==> src/rtl/digaclock_set_ctrl.sv <==
// digaclock_set_ctrl: button sequencer for the time/alarm load interface of the 10 Hz alarm clock.
// Latency: a button edge acts at the next clk edge; load/stop strobes stay high for LOAD_HOLD cycles.
// Backpressure: none; button events during a load hold are discarded, never queued.
// Optional feature: define DIGACLOCK_AUTOREPEAT_EN for btn_up auto-repeat in the edit states.
module digaclock_set_ctrl #(
  parameter int LOAD_HOLD  = 12,
  parameter int REPEAT_DLY = 5,
  parameter int REPEAT_PER = 2
) (
  input  logic       clk,
  input  logic       reset,
  input  logic       btn_mode,
  input  logic       btn_up,
  input  logic       btn_cancel,
  input  logic       Alarm,
  input  logic [1:0] H_cur1,
  input  logic [3:0] H_cur0,
  input  logic [3:0] M_cur1,
  input  logic [3:0] M_cur0,
  output logic [1:0] H_in1,
  output logic [3:0] H_in0,
  output logic [3:0] M_in1,
  output logic [3:0] M_in0,
  output logic       LD_time,
  output logic       LD_alarm,
  output logic       STOP_al,
  output logic       AL_ON,
  output logic [2:0] edit_field
);

  localparam logic [2:0] S_IDLE = 3'd0;
  localparam logic [2:0] S_ET_H = 3'd1;
  localparam logic [2:0] S_ET_M = 3'd2;
  localparam logic [2:0] S_LD_T = 3'd3;
  localparam logic [2:0] S_EA_H = 3'd4;
  localparam logic [2:0] S_EA_M = 3'd5;
  localparam logic [2:0] S_LD_A = 3'd6;

  localparam int            CW        = $clog2(LOAD_HOLD + 1);
  localparam logic [CW-1:0] HOLD_INIT = CW'(LOAD_HOLD - 1);
  localparam logic [CW-1:0] CNT_ONE   = CW'(1);

  logic [2:0]    state_q, state_d;
  logic [CW-1:0] hold_cnt_q, hold_cnt_d;
  logic [CW-1:0] stop_cnt_q, stop_cnt_d;
  logic [1:0]    h1_q, h1_d, ah1_q, ah1_d;
  logic [3:0]    h0_q, h0_d, ah0_q, ah0_d;
  logic [3:0]    m1_q, m1_d, am1_q, am1_d;
  logic [3:0]    m0_q, m0_d, am0_q, am0_d;
  logic          ld_time_q, ld_time_d, ld_alarm_q, ld_alarm_d;
  logic          stop_al_q, stop_al_d, al_on_q, al_on_d;
  logic          mode_prev_q, up_prev_q, cancel_prev_q;
  logic          ev_cancel, ev_mode, ev_up, rep_fire, inc_req, is_edit;

  // Hours wrap 23 -> 00 in BCD; out-of-range digits collapse to a legal value.
  function automatic logic [5:0] inc_hours(input logic [1:0] h1, input logic [3:0] h0);
    if (h1 >= 2'd2 && h0 >= 4'd3) return 6'd0;
    else if (h0 >= 4'd9)          return {h1 + 2'd1, 4'd0};
    else                          return {h1, h0 + 4'd1};
  endfunction

  // Minutes wrap 59 -> 00 without carrying into hours.
  function automatic logic [7:0] inc_minutes(input logic [3:0] m1, input logic [3:0] m0);
    if (m0 >= 4'd9) return (m1 >= 4'd5) ? 8'd0 : {m1 + 4'd1, 4'd0};
    else            return {m1, m0 + 4'd1};
  endfunction

  // Rising-edge events with a single winner per cycle: cancel, then mode, then up.
  always_comb begin
    ev_cancel = btn_cancel & ~cancel_prev_q;
    ev_mode   = btn_mode & ~mode_prev_q & ~ev_cancel;
    ev_up     = btn_up & ~up_prev_q & ~ev_cancel & ~ev_mode;
    is_edit   = (state_q == S_ET_H) || (state_q == S_ET_M) ||
                (state_q == S_EA_H) || (state_q == S_EA_M);
    inc_req   = ev_up | (rep_fire & ~ev_cancel & ~ev_mode);
  end

`ifdef DIGACLOCK_AUTOREPEAT_EN
  logic [7:0] rep_cnt_q, rep_cnt_d;

  // Count held cycles after the edge; fire after REPEAT_DLY, then every REPEAT_PER.
  always_comb begin
    rep_cnt_d = 8'd0;
    rep_fire  = 1'b0;
    if (is_edit && btn_up && up_prev_q) begin
      if (rep_cnt_q == 8'(REPEAT_DLY)) begin
        rep_fire  = 1'b1;
        rep_cnt_d = 8'(REPEAT_DLY - REPEAT_PER + 1);
      end else begin
        rep_cnt_d = rep_cnt_q + 8'd1;
      end
    end
  end

  // Repeat counter register.
  always_ff @(posedge clk) begin
    if (reset) rep_cnt_q <= 8'd0;
    else       rep_cnt_q <= rep_cnt_d;
  end
`else
  localparam int unused_repeat_cfg = REPEAT_DLY + REPEAT_PER;
  assign rep_fire = 1'b0;
`endif

  // Edit sequencer: state transitions, entry copies, field increments and strobe holds.
  always_comb begin
    state_d    = state_q;
    hold_cnt_d = hold_cnt_q;
    stop_cnt_d = stop_cnt_q;
    h1_d = h1_q;   h0_d = h0_q;   m1_d = m1_q;   m0_d = m0_q;
    ah1_d = ah1_q; ah0_d = ah0_q; am1_d = am1_q; am0_d = am0_q;
    ld_time_d  = ld_time_q;
    ld_alarm_d = ld_alarm_q;
    stop_al_d  = stop_al_q;
    al_on_d    = al_on_q;

    if (stop_al_q) begin
      if (stop_cnt_q == '0) stop_al_d  = 1'b0;
      else                  stop_cnt_d = stop_cnt_q - CNT_ONE;
    end

    case (state_q)
      S_IDLE: begin
        if (ev_cancel) begin
          if (Alarm) begin
            stop_al_d  = 1'b1;
            stop_cnt_d = HOLD_INIT;
          end
        end else if (ev_mode) begin
          state_d = S_ET_H;
          h1_d = H_cur1; h0_d = H_cur0; m1_d = M_cur1; m0_d = M_cur0;
        end else if (ev_up) begin
          al_on_d = ~al_on_q;
        end
      end
      S_ET_H, S_EA_H: begin
        if (ev_cancel)    state_d = S_IDLE;
        else if (ev_mode) state_d = (state_q == S_ET_H) ? S_ET_M : S_EA_M;
        else if (inc_req) {h1_d, h0_d} = inc_hours(h1_q, h0_q);
      end
      S_ET_M, S_EA_M: begin
        if (ev_cancel) begin
          state_d = S_IDLE;
        end else if (ev_mode) begin
          hold_cnt_d = HOLD_INIT;
          if (state_q == S_ET_M) begin
            state_d   = S_LD_T;
            ld_time_d = 1'b1;
          end else begin
            state_d    = S_LD_A;
            ld_alarm_d = 1'b1;
            ah1_d = h1_q; ah0_d = h0_q; am1_d = m1_q; am0_d = m0_q;
          end
        end else if (inc_req) begin
          {m1_d, m0_d} = inc_minutes(m1_q, m0_q);
        end
      end
      S_LD_T: begin
        if (hold_cnt_q == '0) begin
          ld_time_d = 1'b0;
          state_d   = S_EA_H;
          h1_d = ah1_q; h0_d = ah0_q; m1_d = am1_q; m0_d = am0_q;
        end else begin
          hold_cnt_d = hold_cnt_q - CNT_ONE;
        end
      end
      S_LD_A: begin
        if (hold_cnt_q == '0) begin
          ld_alarm_d = 1'b0;
          state_d    = S_IDLE;
        end else begin
          hold_cnt_d = hold_cnt_q - CNT_ONE;
        end
      end
      default: state_d = S_IDLE;
    endcase
  end

  // State, edit/shadow registers, strobes and button history with synchronous reset.
  always_ff @(posedge clk) begin
    if (reset) begin
      state_q <= S_IDLE;  hold_cnt_q <= '0;  stop_cnt_q <= '0;
      h1_q <= '0;  h0_q <= '0;  m1_q <= '0;  m0_q <= '0;
      ah1_q <= '0; ah0_q <= '0; am1_q <= '0; am0_q <= '0;
      ld_time_q <= 1'b0; ld_alarm_q <= 1'b0; stop_al_q <= 1'b0; al_on_q <= 1'b0;
      mode_prev_q <= 1'b0; up_prev_q <= 1'b0; cancel_prev_q <= 1'b0;
    end else begin
      state_q <= state_d;  hold_cnt_q <= hold_cnt_d;  stop_cnt_q <= stop_cnt_d;
      h1_q <= h1_d;   h0_q <= h0_d;   m1_q <= m1_d;   m0_q <= m0_d;
      ah1_q <= ah1_d; ah0_q <= ah0_d; am1_q <= am1_d; am0_q <= am0_d;
      ld_time_q <= ld_time_d; ld_alarm_q <= ld_alarm_d;
      stop_al_q <= stop_al_d; al_on_q <= al_on_d;
      mode_prev_q <= btn_mode; up_prev_q <= btn_up; cancel_prev_q <= btn_cancel;
    end
  end

  assign H_in1      = h1_q;
  assign H_in0      = h0_q;
  assign M_in1      = m1_q;
  assign M_in0      = m0_q;
  assign LD_time    = ld_time_q;
  assign LD_alarm   = ld_alarm_q;
  assign STOP_al    = stop_al_q;
  assign AL_ON      = al_on_q;
  assign edit_field = state_q;

endmodule
==> config.mk <==
export PLATFORM = sky130hd
export DESIGN_NAME = digaclock_set_ctrl
export DESIGN_NICKNAME = d
export VERILOG_FILES = /design/src/rtl/digaclock_set_ctrl.sv
export SDC_FILE = /design/constraint.sdc
export NUM_CORES = 1
export LEC_CHECK = 0
export CORE_MARGIN = 4
export CORE_UTILIZATION = 35
export CTS_CLUSTER_SIZE = 14
export DETAILED_ROUTE_END_ITERATION = 16
export HOLD_SLACK_MARGIN = 0.08
export PLACE_DENSITY_LB_ADDON = 0.08
export SETUP_SLACK_MARGIN = 0.02
export SLEW_MARGIN = 20
export SYNTH_ARGS = -nofsm -noshare
export SYNTH_HDL_FRONTEND = slang
export SYNTH_SLANG_ARGS = --single-unit
==> constraint.sdc <==
create_clock -name clk -period 6.25 [get_ports clk]
set_clock_uncertainty 0.15 [all_clocks]
set_input_delay 0.625 -clock clk [delete_from_list [all_inputs] [get_ports clk]]
set_output_delay 0.625 -clock clk [all_outputs]
set_load 0.01 [all_outputs]
Word-level counts from Yosys, hierarchy flattened
Index checks and enable logic that the tools add are counted.

cells by class
  add/subtract/negate cells = 6
  order comparisons = 5
  equal/unequal tests = 24
  muxes and demuxes = 66
  bitwise gates (word level) = 13
  reduce and logical (&&, ||, !) cells = 22

operator list
  kind                                                                number
  4-bit 2-to-1 mux                                                    26
  4-bit one-hot mux with 3 select lines                               3
  3-bit 2-to-1 mux                                                    10
  2-bit != test, second input constant                                15
  8-bit 2-to-1 mux                                                    2
  8-bit AND reduction                                                 2
  3-bit one-hot mux with 5 select lines                               1
  7-bit AND reduction                                                 2
  4-bit by 1-bit adder with 4-bit output, second input constant       3
  1-bit 2-to-1 mux                                                    12
  2-bit 2-to-1 mux                                                    6
  6-bit 2-to-1 mux                                                    2
  4-bit AND reduction                                                 3
  5-bit AND reduction                                                 2
  3-bit == test, second input constant                                3
  3-bit != test, second input constant                                3
  4-bit greater-or-equal comparator, second input constant            2
  4-bit logical NOT                                                   2
  4-bit one-hot mux with 2 select lines                               1
  4-bit by 1-bit subtractor with 4-bit output, second input constant  2
  1-bit inverter                                                      7
  1-bit AND                                                           6
  3-bit by 2-bit == test with 1-bit output, second input constant     2
  2-bit one-hot mux with 3 select lines                               1
  other kinds (12)                                                    18

word-level totals
  flip-flop bits (word level) = 46
  output and inout bits = 21
  logic and storage cells = 154

Longest topological paths before layout
  word-level depth = 10
  gate-level depth with buffers = 8
  gate-level depth less buffers = 8

Worst setup path after synthesis
Ideal clock, no wire load.

  path type = register -> register
  from = register h0_q[1], in the netlist H_in0[1]
  to = register h0_q[2], in the netlist H_in0[2]
  library setup time = 0.071 ns
  arrival time = 2.002 ns
  slack = 4.027 ns
  stages on the path, launching flop included = 8
  path through = dfxtp_1 -> inv_1 -> ha_1 -> or3b_4 -> a2111oi_4 -> a222oi_1 -> or2_0 -> a21oi_1

between the ends
  cells in the longest elaborated chain, start to end = 7
  elaborated cells between the ends (all ways) = 10

ends and longest elaborated chain
  element                                                               line    source
  from (decl)                                                           47      logic [3:0] h0_q, h0_d, ah0_q, ah0_d;
  from (signal assigned)                                                183     h1_q <= '0; h0_q <= '0; m1_q <= '0; m0_q <= '0;
  from (signal assigned)                                                189     h1_q <= h1_d; h0_q <= h0_d; m1_q <= m1_d; m0_q <= m0_d;
  4-bit by 1-bit adder with 4-bit output, or another cell as far along  59      else return {h1, h0 + 4'd1};
  6-bit 2-to-1 mux / 1-bit logical AND (equally long branches)          58, 57
  6-bit 2-to-1 mux (*)                                                  57      if (h1 >= 2'd2 && h0 >= 4'd3) return 6'd0;
  4-bit 2-to-1 mux (*)                                                  139     else if (inc_req) {h1_d, h0_d} = inc_hours(h1_q, h0_q);
  4-bit 2-to-1 mux (*)                                                  138     else if (ev_mode) state_d = (state_q == S_ET_H) ? S_ET_M : S_EA_M;
  4-bit 2-to-1 mux (*)                                                  137     if (ev_cancel) state_d = S_IDLE;
  4-bit one-hot mux with 3 select lines (*)                             122     case (state_q)

Mark *: on every way between the ends. The rest lies on a longest branch, timed or not. The select of a mux whose other input is x is not followed.
A chain may end at the register's enable or synchronous reset.

Worst setup path after layout
  from = input port btn_cancel
  to = register m1_q[1], in the netlist M_in1[1]

between the ends
  cells in the longest elaborated chain, start to end = 7
  elaborated cells between the ends (all ways) = 12

ends and longest elaborated chain
  element                            line  source
  from (decl)                        14    input logic btn_cancel,
  1-bit AND (*)                      70    ev_cancel = btn_cancel & ~cancel_prev_q;
  1-bit inverter (no line)           n/a
  1-bit AND                          71    ev_mode = btn_mode & ~mode_prev_q & ~ev_cancel;
  1-bit inverter (no line)           n/a
  1-bit AND                          72    ev_up = btn_up & ~up_prev_q & ~ev_cancel & ~ev_mode;
  2-bit != test (no line)            n/a
  8-bit AND reduction (no line) (*)  n/a
  to (signal assigned)               183
  to (signal assigned)               189
  to (decl)                          48    logic [3:0] m1_q, m1_d, am1_q, am1_d;

Mark *: on every way between the ends. The rest lies on a longest branch, timed or not.

==> results.sh <==
export IMPL_status="completed"
export IMPL_layout_drive_gt1_share_pct=5.14
export IMPL_gp_congestion=0.795
export IMPL_num_nets_final=362
export IMPL_drcViolationCount=0
export IMPL_arrival_ns=3.04
export IMPL_path_class="primary input to flop"
export IMPL_clk_pin_slew_ns=0.08
export IMPL_powerDensity_mw_per_mm2=207
export IMPL_numPortBuffers=40
export IMPL_wl_per_cell_um=14.7
export IMPL_post_cts_resized=0
export IMPL_slowest_stage="nor2b_1"
export IMPL_post_synth_cell_area_avg_um2=8.41
export IMPL_grt_pass1_vias=2212
export IMPL_synthArstFlopShare_pct=0
export IMPL_initial_core_util_pct=36.2
export IMPL_area_growth_pct=22.8
export IMPL_worstPathCellList="clkdlybuf4s50_1 > nor2b_1 > nor4_2 > a21o_1 > a22oi_1 > nor3_1 > a211oi_1"
export IMPL_max_slew_margin_pct=43.6
export IMPL_end_kind="flop"
export IMPL_ys_types=51
export IMPL_numCtsBuffers=5
export IMPL_synth_edf_count=0
export IMPL_finalMaxSlewViolations=0
export IMPL_cpPeakStageDelay_ns=0.68
export IMPL_vias=2217
export IMPL_tightest_slew_ns=0.845
export IMPL_postSynthCellCount=296
export IMPL_die_h_um=92.3
export IMPL_place_inst=419
export IMPL_dieArea_mm2=0.00852
export IMPL_synth_main_ff_cell="dfxtp_1"
export IMPL_core_mm2=0.00687
export IMPL_fillers=711
export IMPL_dpl_hpwl_um=4220
export IMPL_yosysSeqAreaShare_pct=37.0
export IMPL_finalCriticalPeriod_ns=2.98
export IMPL_fmax_ghz=0.335
export IMPL_tns_ns=0
export IMPL_crit_path_start_kind="primary input"
export IMPL_cp_top_family="compound AO/OA/AOI/OAI gates"
export IMPL_hold_viol_final=0
export IMPL_ys_ff_latch=46
export IMPL_leakagePower_nw=1.11
export IMPL_antenna_left=0
export IMPL_fin_cells=427
export IMPL_htree_levels=2
export IMPL_overflow=0
export IMPL_antenna_cells=0
export IMPL_clockBufferDepth=2
export IMPL_crit_required_ns=6.31
export IMPL_routed_wl_um=6280
export IMPL_cp_max_fo=11
export IMPL_grt_max_degree=47
export IMPL_grt_pass1_wl_um=10600
export IMPL_syn_num_nets=328
export IMPL_post_cts_buffers=0
export IMPL_cts_tree="built"
export IMPL_drv_cap=0
export IMPL_cts_root_buffer="clkbuf_8"
export IMPL_clock_latency_ns=0.30
export IMPL_path_buf_inv=1
export IMPL_yosys_warnings=0
export IMPL_rows=30
export IMPL_grt_usage_pct=15.1
export IMPL_cts_hold_buf=0
export IMPL_io_pins=41
export IMPL_fin_crit_sh_pct=47.7
export IMPL_viasPerCell=5.19
export IMPL_drtPass1Iterations=7
export IMPL_rsz0062_at_grt="no"
export IMPL_hold_class="flop to flop"
export IMPL_ir_worst_vdd_mv=0.0902
export IMPL_syn_cell_area_mm2=0.00249
export IMPL_finalSetupViolations=0
export IMPL_antenna_found_initial=0
export IMPL_cts_sinks=46
export IMPL_fp_dieW_um=92.3
export IMPL_drtIter0Drc=122
==> cells in the mapped netlist (4+ instances only) <==
master	n	area [µm²]
dfxtp_1	46	921
nor2_1	41	154
a21oi_1	26	130
inv_1	16	60.1
nand2_1	15	56.3
mux2i_1	14	140
o21ai_0	13	65.1
ha_1	12	150
nor3_1	10	50.1
clkbuf_1	9	33.8
a22oi_1	7	52.6
nor2b_1	7	43.8
a211oi_1	6	45.0
nand3_1	6	30.0
a221oi_1	5	43.8
a21o_1	4	30.0
buf_2	4	20.0
nand2b_1	4	25.0
==> registers in the layout, summed over array words and instances, names as in the netlist, 2 cells and up <==
signal / flops
stop_cnt_q: 4
M_in1: 4
ah1_q: 2
hold_cnt_q: 4
H_in1: 2
H_in0: 4
am0_q: 4
am1_q: 4
M_in0: 4
edit_field: 3
ah0_q: 4
==> per-layer routing <==
layer | track usage (%) | up-vias | wire length, µm
met5 | 0 | - | 0
met4 | 3.34 | 0 | 47
met3 | 3.74 | 6 | 250
met2 | 25.4 | 29 | 2830
met1 | 19.4 | 1039 | 3150
li1 | - | 1143 | -
==> layout make-up <==
class	instances	area [µm²]	area share [%]
clock inverter	1	5.00	0.164
timing repair buffer	42	415	13.6
sequential	46	921	30.1
inverter	16	60.1	1.96
clock buffer	7	86.3	2.82
tap	96	120	3.93
multi-input combinational	219	1450	47.4
==> path summary, 6_finish.rpt <==
| check | start | to | slack (ns) | cells after the start |
|---|---|---|---|---|
| min reg2reg | ah1_q[1] | ah1_q[1] | 0.35 | 2 |
| max | btn_cancel | M_in1[1] | 3.27 | 7 |
| max reg2reg | edit_field[1] | M_in1[1] | 3.69 | 6 |
| min | ah1_q[1] | ah1_q[1] | 0.35 | 2 |
==> cell families after synthesis <==
kind of cell	synth area share, %
AO/OA/AOI/OAI	24.6
XOR/XNOR	1.06
adder cells (fa/ha/maj)	6.03
buffers and inverters	4.88
flip-flops	37.0
multiplexers	5.63
AND/OR/NAND/NOR	20.8
==> power by group <==
part | internal, mW | total [mW] | switching (mW)
clock | 0.0894 | 0.188 | 0.0987
sequential | 0.306 | 0.326 | 0.0198
combinational | 0.0590 | 0.120 | 0.0607
total | 0.454 | 0.633 | 0.179
==> layout by cell type, fill, tap and decap left out, types with 3 or more instances in the layout <==
cell type / netlist / layout
dfxtp_1: 46 / 46
nand2b_1: 4 / 4
a211oi_1: 6 / 6
nor3b_1: 3 / 3
nor2_1: 41 / 40
clkbuf_8: 0 / 6
o31ai_1: 3 / 3
a21o_1: 4 / 4
inv_1: 16 / 16
a21oi_1: 26 / 26
o21ai_0: 13 / 13
a22o_1: 3 / 3
ha_1: 12 / 12
nand2_1: 15 / 15
nor3_1: 10 / 10
a222oi_1: 3 / 3
a22oi_1: 7 / 7
nand3_1: 6 / 6
clkdlybuf4s50_1: 0 / 40
nor2b_1: 7 / 7
nand4_1: 3 / 3
a221oi_1: 5 / 5
mux2i_1: 14 / 14
==> through the flow <==
step	setup slack, ns	total power, mW	area (µm²)	util, %	hold slack (ns)
floorplan	4.03	0.401	2490	-	0.309
global placement	3.08	0.451	2960	43.1	0.326
detailed placement	2.98	0.453	2960	43.1	0.332
CTS	3.28	0.645	3050	44.5	0.357
global route	3.04	0.672	3060	44.5	0.385
finish	3.27	0.633	3060	44.5	0.349
==> tightest hold or removal path, cell delays in order, from the launching register on <==
cell	delay [ns]
dfxtp_1	0.33
mux2i_1	0.06
nor2_1	0.07
No activity file was read; power rests on OpenSTA's default activity.
